**config.mk**
```make
export PLATFORM = sky130hd
export DESIGN_NAME = sc_mux_arbiter_flat
export DESIGN_NICKNAME = d
export VERILOG_FILES = /design/src/rtl/sc_mux_arbiter_if.sv /design/src/rtl/sc_mux_arbiter.sv /design/src/flat_wrapper.sv
export SDC_FILE = /design/constraint.sdc
export NUM_CORES = 1
export LEC_CHECK = 0
export ABC_AREA = 0
export CAP_MARGIN = 20
export CORE_UTILIZATION = 62
export DETAILED_ROUTE_END_ITERATION = 6
export GPL_TIMING_DRIVEN = 0
export HOLD_SLACK_MARGIN = 0.02
export PLACE_DENSITY = 0.9
export RECOVER_POWER = 100
export SLEW_MARGIN = 25
export SYNTH_ARGS = -nofsm -noshare
export SYNTH_HDL_FRONTEND = slang
export SYNTH_SLANG_ARGS = --single-unit
```
**constraint.sdc**
```tcl
create_clock -name sc_mux_arbiter_CLOCK_50 -period 7.3 [get_ports sc_mux_arbiter_CLOCK_50]
set_input_delay 0.73 -clock sc_mux_arbiter_CLOCK_50 [delete_from_list [all_inputs] [get_ports sc_mux_arbiter_CLOCK_50]]
set_output_delay 0.73 -clock sc_mux_arbiter_CLOCK_50 [all_outputs]
set_load 0.1 [all_outputs]
```
**src/rtl/sc_mux_arbiter_if.sv**
```systemverilog
// -----------------------------------------------------------------------------
// sc_mux_arbiter_if
// Bus bundle between the requesters / 10:1 data mux and the arbiter.
//   sc_mux_arbiter_request_InBUS [9:0] : bit i set = requester i wants the mux
//   sc_mux_arbiter_select_OutBUS [3:0] : binary index of the granted requester
//   sc_mux_arbiter_grant_OutBUS  [9:0] : one-hot grant, zero when nobody owns it
//   sc_mux_arbiter_valid_Out           : high while select drives the mux
// Modports: master = requester side, slave = arbiter side.
// -----------------------------------------------------------------------------
interface sc_mux_arbiter_if;
  logic [9:0] sc_mux_arbiter_request_InBUS;
  logic [3:0] sc_mux_arbiter_select_OutBUS;
  logic [9:0] sc_mux_arbiter_grant_OutBUS;
  logic       sc_mux_arbiter_valid_Out;

  modport master (
    output sc_mux_arbiter_request_InBUS,
    input  sc_mux_arbiter_select_OutBUS,
    input  sc_mux_arbiter_grant_OutBUS,
    input  sc_mux_arbiter_valid_Out
  );

  modport slave (
    input  sc_mux_arbiter_request_InBUS,
    output sc_mux_arbiter_select_OutBUS,
    output sc_mux_arbiter_grant_OutBUS,
    output sc_mux_arbiter_valid_Out
  );
endinterface

```
**src/rtl/sc_mux_arbiter.sv**
```systemverilog
// -----------------------------------------------------------------------------
// sc_mux_arbiter
// Round-robin arbiter owning the select of a 10:1 data mux. A requester keeps
// the grant for at most HOLD_CYCLES consecutive cycles, or until it drops its
// request; the next owner is then picked in the same cycle so there is no idle
// bubble between back-to-back owners. All outputs are registered.
// Ports:
//   sc_mux_arbiter_CLOCK_50    : clock, rising edge
//   sc_mux_arbiter_RESET_InLow : synchronous reset, active low
//   bus (slave modport)        : request in, select/grant/valid out
// -----------------------------------------------------------------------------
module sc_mux_arbiter #(
  parameter int HOLD_CYCLES = 4   // legal 1..15
) (
  input  logic            sc_mux_arbiter_CLOCK_50,
  input  logic            sc_mux_arbiter_RESET_InLow,
  sc_mux_arbiter_if.slave bus
);

  typedef enum logic {
    ST_IDLE  = 1'b0,
    ST_GRANT = 1'b1
  } state_t;

  localparam logic [3:0] LP_HOLD_LAST = 4'(HOLD_CYCLES - 1);

  state_t     r_state;
  logic [3:0] r_ptr;
  logic [3:0] r_cnt;
  logic [3:0] r_owner;
  logic [3:0] r_select;
  logic [9:0] r_grant;
  logic       r_valid;

  logic [9:0] w_req;
  logic [3:0] w_rel_ptr;
  logic [3:0] w_start;
  logic       w_release;
  logic [4:0] w_pick;     // {found, index}

  // First asserted request scanning start, start+1, ... wrapping 9 -> 0.
  // Iterating from the far end lets the closest hit overwrite the result.
  function automatic logic [4:0] rr_pick(input logic [9:0] req, input logic [3:0] start);
    logic [4:0] res;
    logic [4:0] sum;
    logic [3:0] idx;
    res = 5'd0;
    for (int k = 9; k >= 0; k--) begin
      sum = {1'b0, start} + 5'(k);
      if (sum >= 5'd10) begin
        idx = 4'(sum - 5'd10);
      end else begin
        idx = sum[3:0];
      end
      if (req[idx]) begin
        res = {1'b1, idx};
      end else begin
        res = res;
      end
    end
    return res;
  endfunction

  assign w_req = bus.sc_mux_arbiter_request_InBUS;

  // Release detection and the scan start for the next arbitration.
  always_comb begin
    w_rel_ptr = (r_owner == 4'd9) ? 4'd0 : (r_owner + 4'd1);
    if (r_state == ST_GRANT) begin
      w_release = ~w_req[r_owner] | (r_cnt == LP_HOLD_LAST);
      // On release the pointer moves past the owner before re-arbitrating.
      w_start   = w_rel_ptr;
    end else begin
      w_release = 1'b0;
      w_start   = r_ptr;
    end
    w_pick = rr_pick(w_req, w_start);
  end

  // Arbiter FSM with registered outputs.
  always_ff @(posedge sc_mux_arbiter_CLOCK_50) begin
    if (!sc_mux_arbiter_RESET_InLow) begin
      r_state  <= ST_IDLE;
      r_ptr    <= 4'd0;
      r_cnt    <= 4'd0;
      r_owner  <= 4'd0;
      r_select <= 4'd0;
      r_grant  <= 10'd0;
      r_valid  <= 1'b0;
    end else begin
      case (r_state)
        ST_IDLE: begin
          if (w_pick[4]) begin
            r_state  <= ST_GRANT;
            r_owner  <= w_pick[3:0];
            r_select <= w_pick[3:0];
            r_grant  <= 10'd1 << w_pick[3:0];
            r_valid  <= 1'b1;
            r_cnt    <= 4'd0;
          end else begin
            // select intentionally keeps its last value while idle
            r_grant  <= 10'd0;
            r_valid  <= 1'b0;
          end
        end
        ST_GRANT: begin
          if (w_release) begin
            r_ptr <= w_rel_ptr;
            r_cnt <= 4'd0;
            if (w_pick[4]) begin
              r_owner  <= w_pick[3:0];
              r_select <= w_pick[3:0];
              r_grant  <= 10'd1 << w_pick[3:0];
              r_valid  <= 1'b1;
            end else begin
              r_state  <= ST_IDLE;
              r_grant  <= 10'd0;
              r_valid  <= 1'b0;
            end
          end else begin
            r_cnt <= r_cnt + 4'd1;
          end
        end
        default: begin
          r_state <= ST_IDLE;
          r_grant <= 10'd0;
          r_valid <= 1'b0;
          r_cnt   <= 4'd0;
        end
      endcase
    end
  end

  assign bus.sc_mux_arbiter_select_OutBUS = r_select;
  assign bus.sc_mux_arbiter_grant_OutBUS  = r_grant;
  assign bus.sc_mux_arbiter_valid_Out     = r_valid;

endmodule

```
**src/flat_wrapper.sv**
```systemverilog
// flat-port wrapper written by rule: the top's interface ports become plain ports
module sc_mux_arbiter_flat 
#(
  parameter int HOLD_CYCLES = 4                 
)
  (sc_mux_arbiter_CLOCK_50, sc_mux_arbiter_RESET_InLow, bus_sc_mux_arbiter_request_InBUS, bus_sc_mux_arbiter_select_OutBUS, bus_sc_mux_arbiter_grant_OutBUS, bus_sc_mux_arbiter_valid_Out);
  sc_mux_arbiter_if bus_i ();
  input  logic sc_mux_arbiter_CLOCK_50;
  input  logic sc_mux_arbiter_RESET_InLow;
  input wire logic [$bits(bus_i.sc_mux_arbiter_request_InBUS)-1:0] bus_sc_mux_arbiter_request_InBUS;
  output wire logic [$bits(bus_i.sc_mux_arbiter_select_OutBUS)-1:0] bus_sc_mux_arbiter_select_OutBUS;
  output wire logic [$bits(bus_i.sc_mux_arbiter_grant_OutBUS)-1:0] bus_sc_mux_arbiter_grant_OutBUS;
  output wire logic [$bits(bus_i.sc_mux_arbiter_valid_Out)-1:0] bus_sc_mux_arbiter_valid_Out;
  assign bus_i.sc_mux_arbiter_request_InBUS = bus_sc_mux_arbiter_request_InBUS;
  assign bus_sc_mux_arbiter_select_OutBUS = bus_i.sc_mux_arbiter_select_OutBUS;
  assign bus_sc_mux_arbiter_grant_OutBUS = bus_i.sc_mux_arbiter_grant_OutBUS;
  assign bus_sc_mux_arbiter_valid_Out = bus_i.sc_mux_arbiter_valid_Out;
  sc_mux_arbiter #(.HOLD_CYCLES(HOLD_CYCLES)) u_core (.sc_mux_arbiter_CLOCK_50(sc_mux_arbiter_CLOCK_50), .sc_mux_arbiter_RESET_InLow(sc_mux_arbiter_RESET_InLow), .bus(bus_i));
endmodule
```
==> results.json <==
{
  "wl_um": 13600,
  "violations": "DRC",
  "path_clk_slew_ps": 100,
  "clock.fmax_mhz": 146,
  "yosys_warnings": 0,
  "fillers": 525,
  "crit_start": "u_core.bus.sc_mux_arbiter_select_OutBUS[3]",
  "final.min_clock_period_ps": 6840,
  "htreeDepth": 1,
  "slew_headroom_pct": 34.1,
  "finalSetupTns_ps": 0,
  "hold_depth": 2,
  "synth_top_flop_cell": "dfxtp_1",
  "timing.rr.end": "u_core.bus.sc_mux_arbiter_grant_OutBUS[8]",
  "r2r_slack_ps": 460,
  "dp_hpwl_um": 10500,
  "synth-adder-area-share_pct": 7.08,
  "fin_nets": 613,
  "clock_latency_ps": 280,
  "synth-seq-cells": 24,
  "n_antenna_cell": 0,
  "viasPerCell": 7.34,
  "root_buffer": "clkbuf_8",
  "via_count": 4800,
  "rsz0062_at_grt": "false",
  "dieArea_um2": 7060,
  "grt_overflow": 0,
  "layout.cells.most_common": "nor2_1",
  "io_pins": 27,
  "cts_setup_buffers": 0,
  "status": "finished with violations",
  "grt_start_max_net_pins": 17,
  "drt_iter0_drc": 753,
  "synth_top_family_by_area": "compound AO/OA/AOI/OAI gates",
  "grt_pass1_wl_um": 22000,
  "cts_tree": "built",
  "setup_viol_count_final": 0,
  "synth.avg_cell_area_um2": 7.62,
  "crit_fanout": 16,
  "grt_pass1_vias": 4443,
  "clockBufferDepth": 2,
  "finalCritPeriodShare_pct": 93.7,
  "holdCritPathClass": "reg2reg",
  "drc_errors": 3,
  "syn_inst": 547,
  "final_hold_viol_count": 0,
  "synth_area_um2": 4170,
  "required_ps": 7470,
  "cts_sinks": 24,
  "synth_top_cell_by_area": "dfxtp_1",
  "cap_violations": 0,
  "syn2layout_area_growth_pct": 9.87,
  "r2r-start": "u_core.bus.sc_mux_arbiter_select_OutBUS[3]",
  "yosysTopAreaCellShare_pct": 11.5,
  "tightest_slew_ps": 985,
  "final.setup_skew_ps": 10.5,
  "endpoint_kind": "flip-flop",
  "synth_xor_area_share_pct": 3.75,
  "drv_slew": 0,
  "die_h_um": 84,
  "synth_edf_count": 0,
  "start_util_pct": 64.9,
  "worstPathArrival_ps": 7010,
  "groute.usage.overall_pct": 38.5,
  "layout.area.seq_um2": 480,
  "fp.dieW_um": 84,
  "start_kind": "flip-flop",
  "synthMuxAreaShare_pct": 12.6,
  "synth-compound-area-share_pct": 34.4,
  "design.core.area_um2": 6420,
  "synthTopCellsByArea": "dfxtp_1 12%, mux2i_1 7.9%, ha_1 6.6%",
  "yosysSeqAreaShare_pct": 11.5,
  "ant_nets": 0,
  "yosys.area_share.simple_pct": 25.3,
  "layout_common_cells": "50 x nor2_1, 45 x nand2_1, 33 x mux2i_1",
  "cts_buffers": 3,
  "async_flop_share_pct": 0,
  "synth_fp_nets": 582,
  "io_buffers": 26,
  "endpoint": "u_core.bus.sc_mux_arbiter_grant_OutBUS[8]",
  "wl_per_cell_um": 20.8,
  "num_rows": 29,
  "antenna_found_initial": 0,
  "globalplace.congestion": 0.950,
  "reg2reg_depth": 21,
  "drive_above_1_share_pct": 9.19,
  "multi_input_comb_area_um2": 3450,
  "ys_types": 86,
  "drt-pass1-iter-count": 7,
  "worstSetupPathType": "reg2reg"
}
-- per-layer routing --
| layer | track usage [%] | routed length, um | up-vias |
|---|---|---|---|
| met2 | 62.4 | 6210 | 352 |
| met4 | 14.7 | 536 | 0 |
| met1 | 50.8 | 5390 | 2239 |
| li1 | - | - | 2150 |
| met5 | 0 | 0 | - |
| met3 | 6.43 | 1470 | 59 |
-- critical path, cell delays in order (launching register included) --
cell      delay, ps
dfxtp_1         560
nor2b_1         340
o211ai_2        230
nand2_4         180
clkbuf_1        660
ha_1            350
clkbuf_1        420
inv_1           180
clkbuf_1        330
ha_1            360
nand2b_1        140
o21ai_0         100
a31oi_1         290
or2_4           220
a21o_1          180
mux2i_1         310
o32ai_2         200
nor4_1          850
a31oi_4         290
nand2_1         200
nor3b_1          90
a22o_1          260
-- cell families (layout without fill, tap and decap cells) --
group | Yosys count | after routing
xor+xnor | 17 | 17
compound gates | 188 | 188
simple gates | 202 | 202
mux | 44 | 44
buf+inv | 49 | 79
fa+ha+maj | 23 | 23
flops | 24 | 24
-- cell usage after synthesis, types with 3 or more instances --
cell      instances
a221oi_1          4
nand3_1          16
nor3_1            6
a31oi_1           7
clkbuf_1         16
o211ai_1          7
a22oi_1           5
a311o_1           3
ha_1             22
a21oi_1          31
nor2b_1           8
buf_6             3
xnor2_1          16
o21ai_1           4
mux4_2            6
a22o_1            8
o32ai_1           3
o221ai_1          3
inv_2             6
nor3b_1           6
nand3b_1          7
a311oi_1          3
nand2_1          45
a211o_1          11
and2_1           15
a211oi_1          5
a32o_1            4
or3_1             7
a32oi_1           4
and3_1            9
nand4_1           5
a31o_2            4
nand2b_1         12
o21ai_0          27
inv_1            16
o31ai_1           5
mux2_2            4
o21a_1            3
buf_2             3
a21o_1           12
mux2i_1          33
buf_4             3
nor2_1           50
dfxtp_1          24
-- worst min path at each step --
stage / start / to / slack [ps]
final: u_core.r_ptr[2] / u_core.r_ptr[2] / 460
after global routing: u_core.r_ptr[2] / u_core.r_ptr[2] / 480
after CTS: u_core.r_ptr[2] / u_core.r_ptr[2] / 460
after detailed placement: u_core.bus.sc_mux_arbiter_grant_OutBUS[5] / u_core.bus.sc_mux_arbiter_grant_OutBUS[5] / 450
after global placement: u_core.bus.sc_mux_arbiter_grant_OutBUS[5] / u_core.bus.sc_mux_arbiter_grant_OutBUS[5] / 440
after floorplan: u_core.r_ptr[2] / u_core.r_ptr[2] / 440
-- registers in the layout, summed over array words and instances, names as in the netlist --
register	cells
u_core.bus.sc_mux_arbiter_grant_OutBUS	10
u_core.bus.sc_mux_arbiter_select_OutBUS	4
u_core.bus.sc_mux_arbiter_valid_Out	1
u_core.r_cnt	4
u_core.r_ptr	4
u_core.r_state	1
-- metrics by stage --
| stage | utilization [%] | std cells | hold slack, ps | instance area [um2] | setup slack [ps] |
|---|---|---|---|---|---|
| after global placement | 70.5 | 650 | 439 | 4530 | 918 |
| after detailed placement | 70.5 | 650 | 447 | 4530 | 702 |
| after CTS | 71.6 | 654 | 461 | 4600 | 642 |
| after global routing | 71.3 | 654 | 485 | 4580 | 96.0 |
| after floorplan | - | 547 | 437 | 4170 | 1320 |
| final | 71.3 | 654 | 461 | 4580 | 460 |
-- what timing repair did --
item                                    4_1_cts  5_1_grt
resized for setup                             0        1
hold buffers                                  0        0
hold endpoints to repair                      0        0
endpoints found under the setup margin        0        4
-- area by class of cell --
type / instances / area share, %
multi-input combinational: 474 / 75.3
tap: 77 / 2.10
clock inverter: 1 / 0.656
sequential: 24 / 10.5
buffer: 26 / 2.95
clock buffer: 3 / 0.901
timing repair buffer: 26 / 5.68
inverter: 23 / 1.88
Power is not shown: default switching activity piles up to over one toggle a cycle in this logic, so the estimate is an artifact.
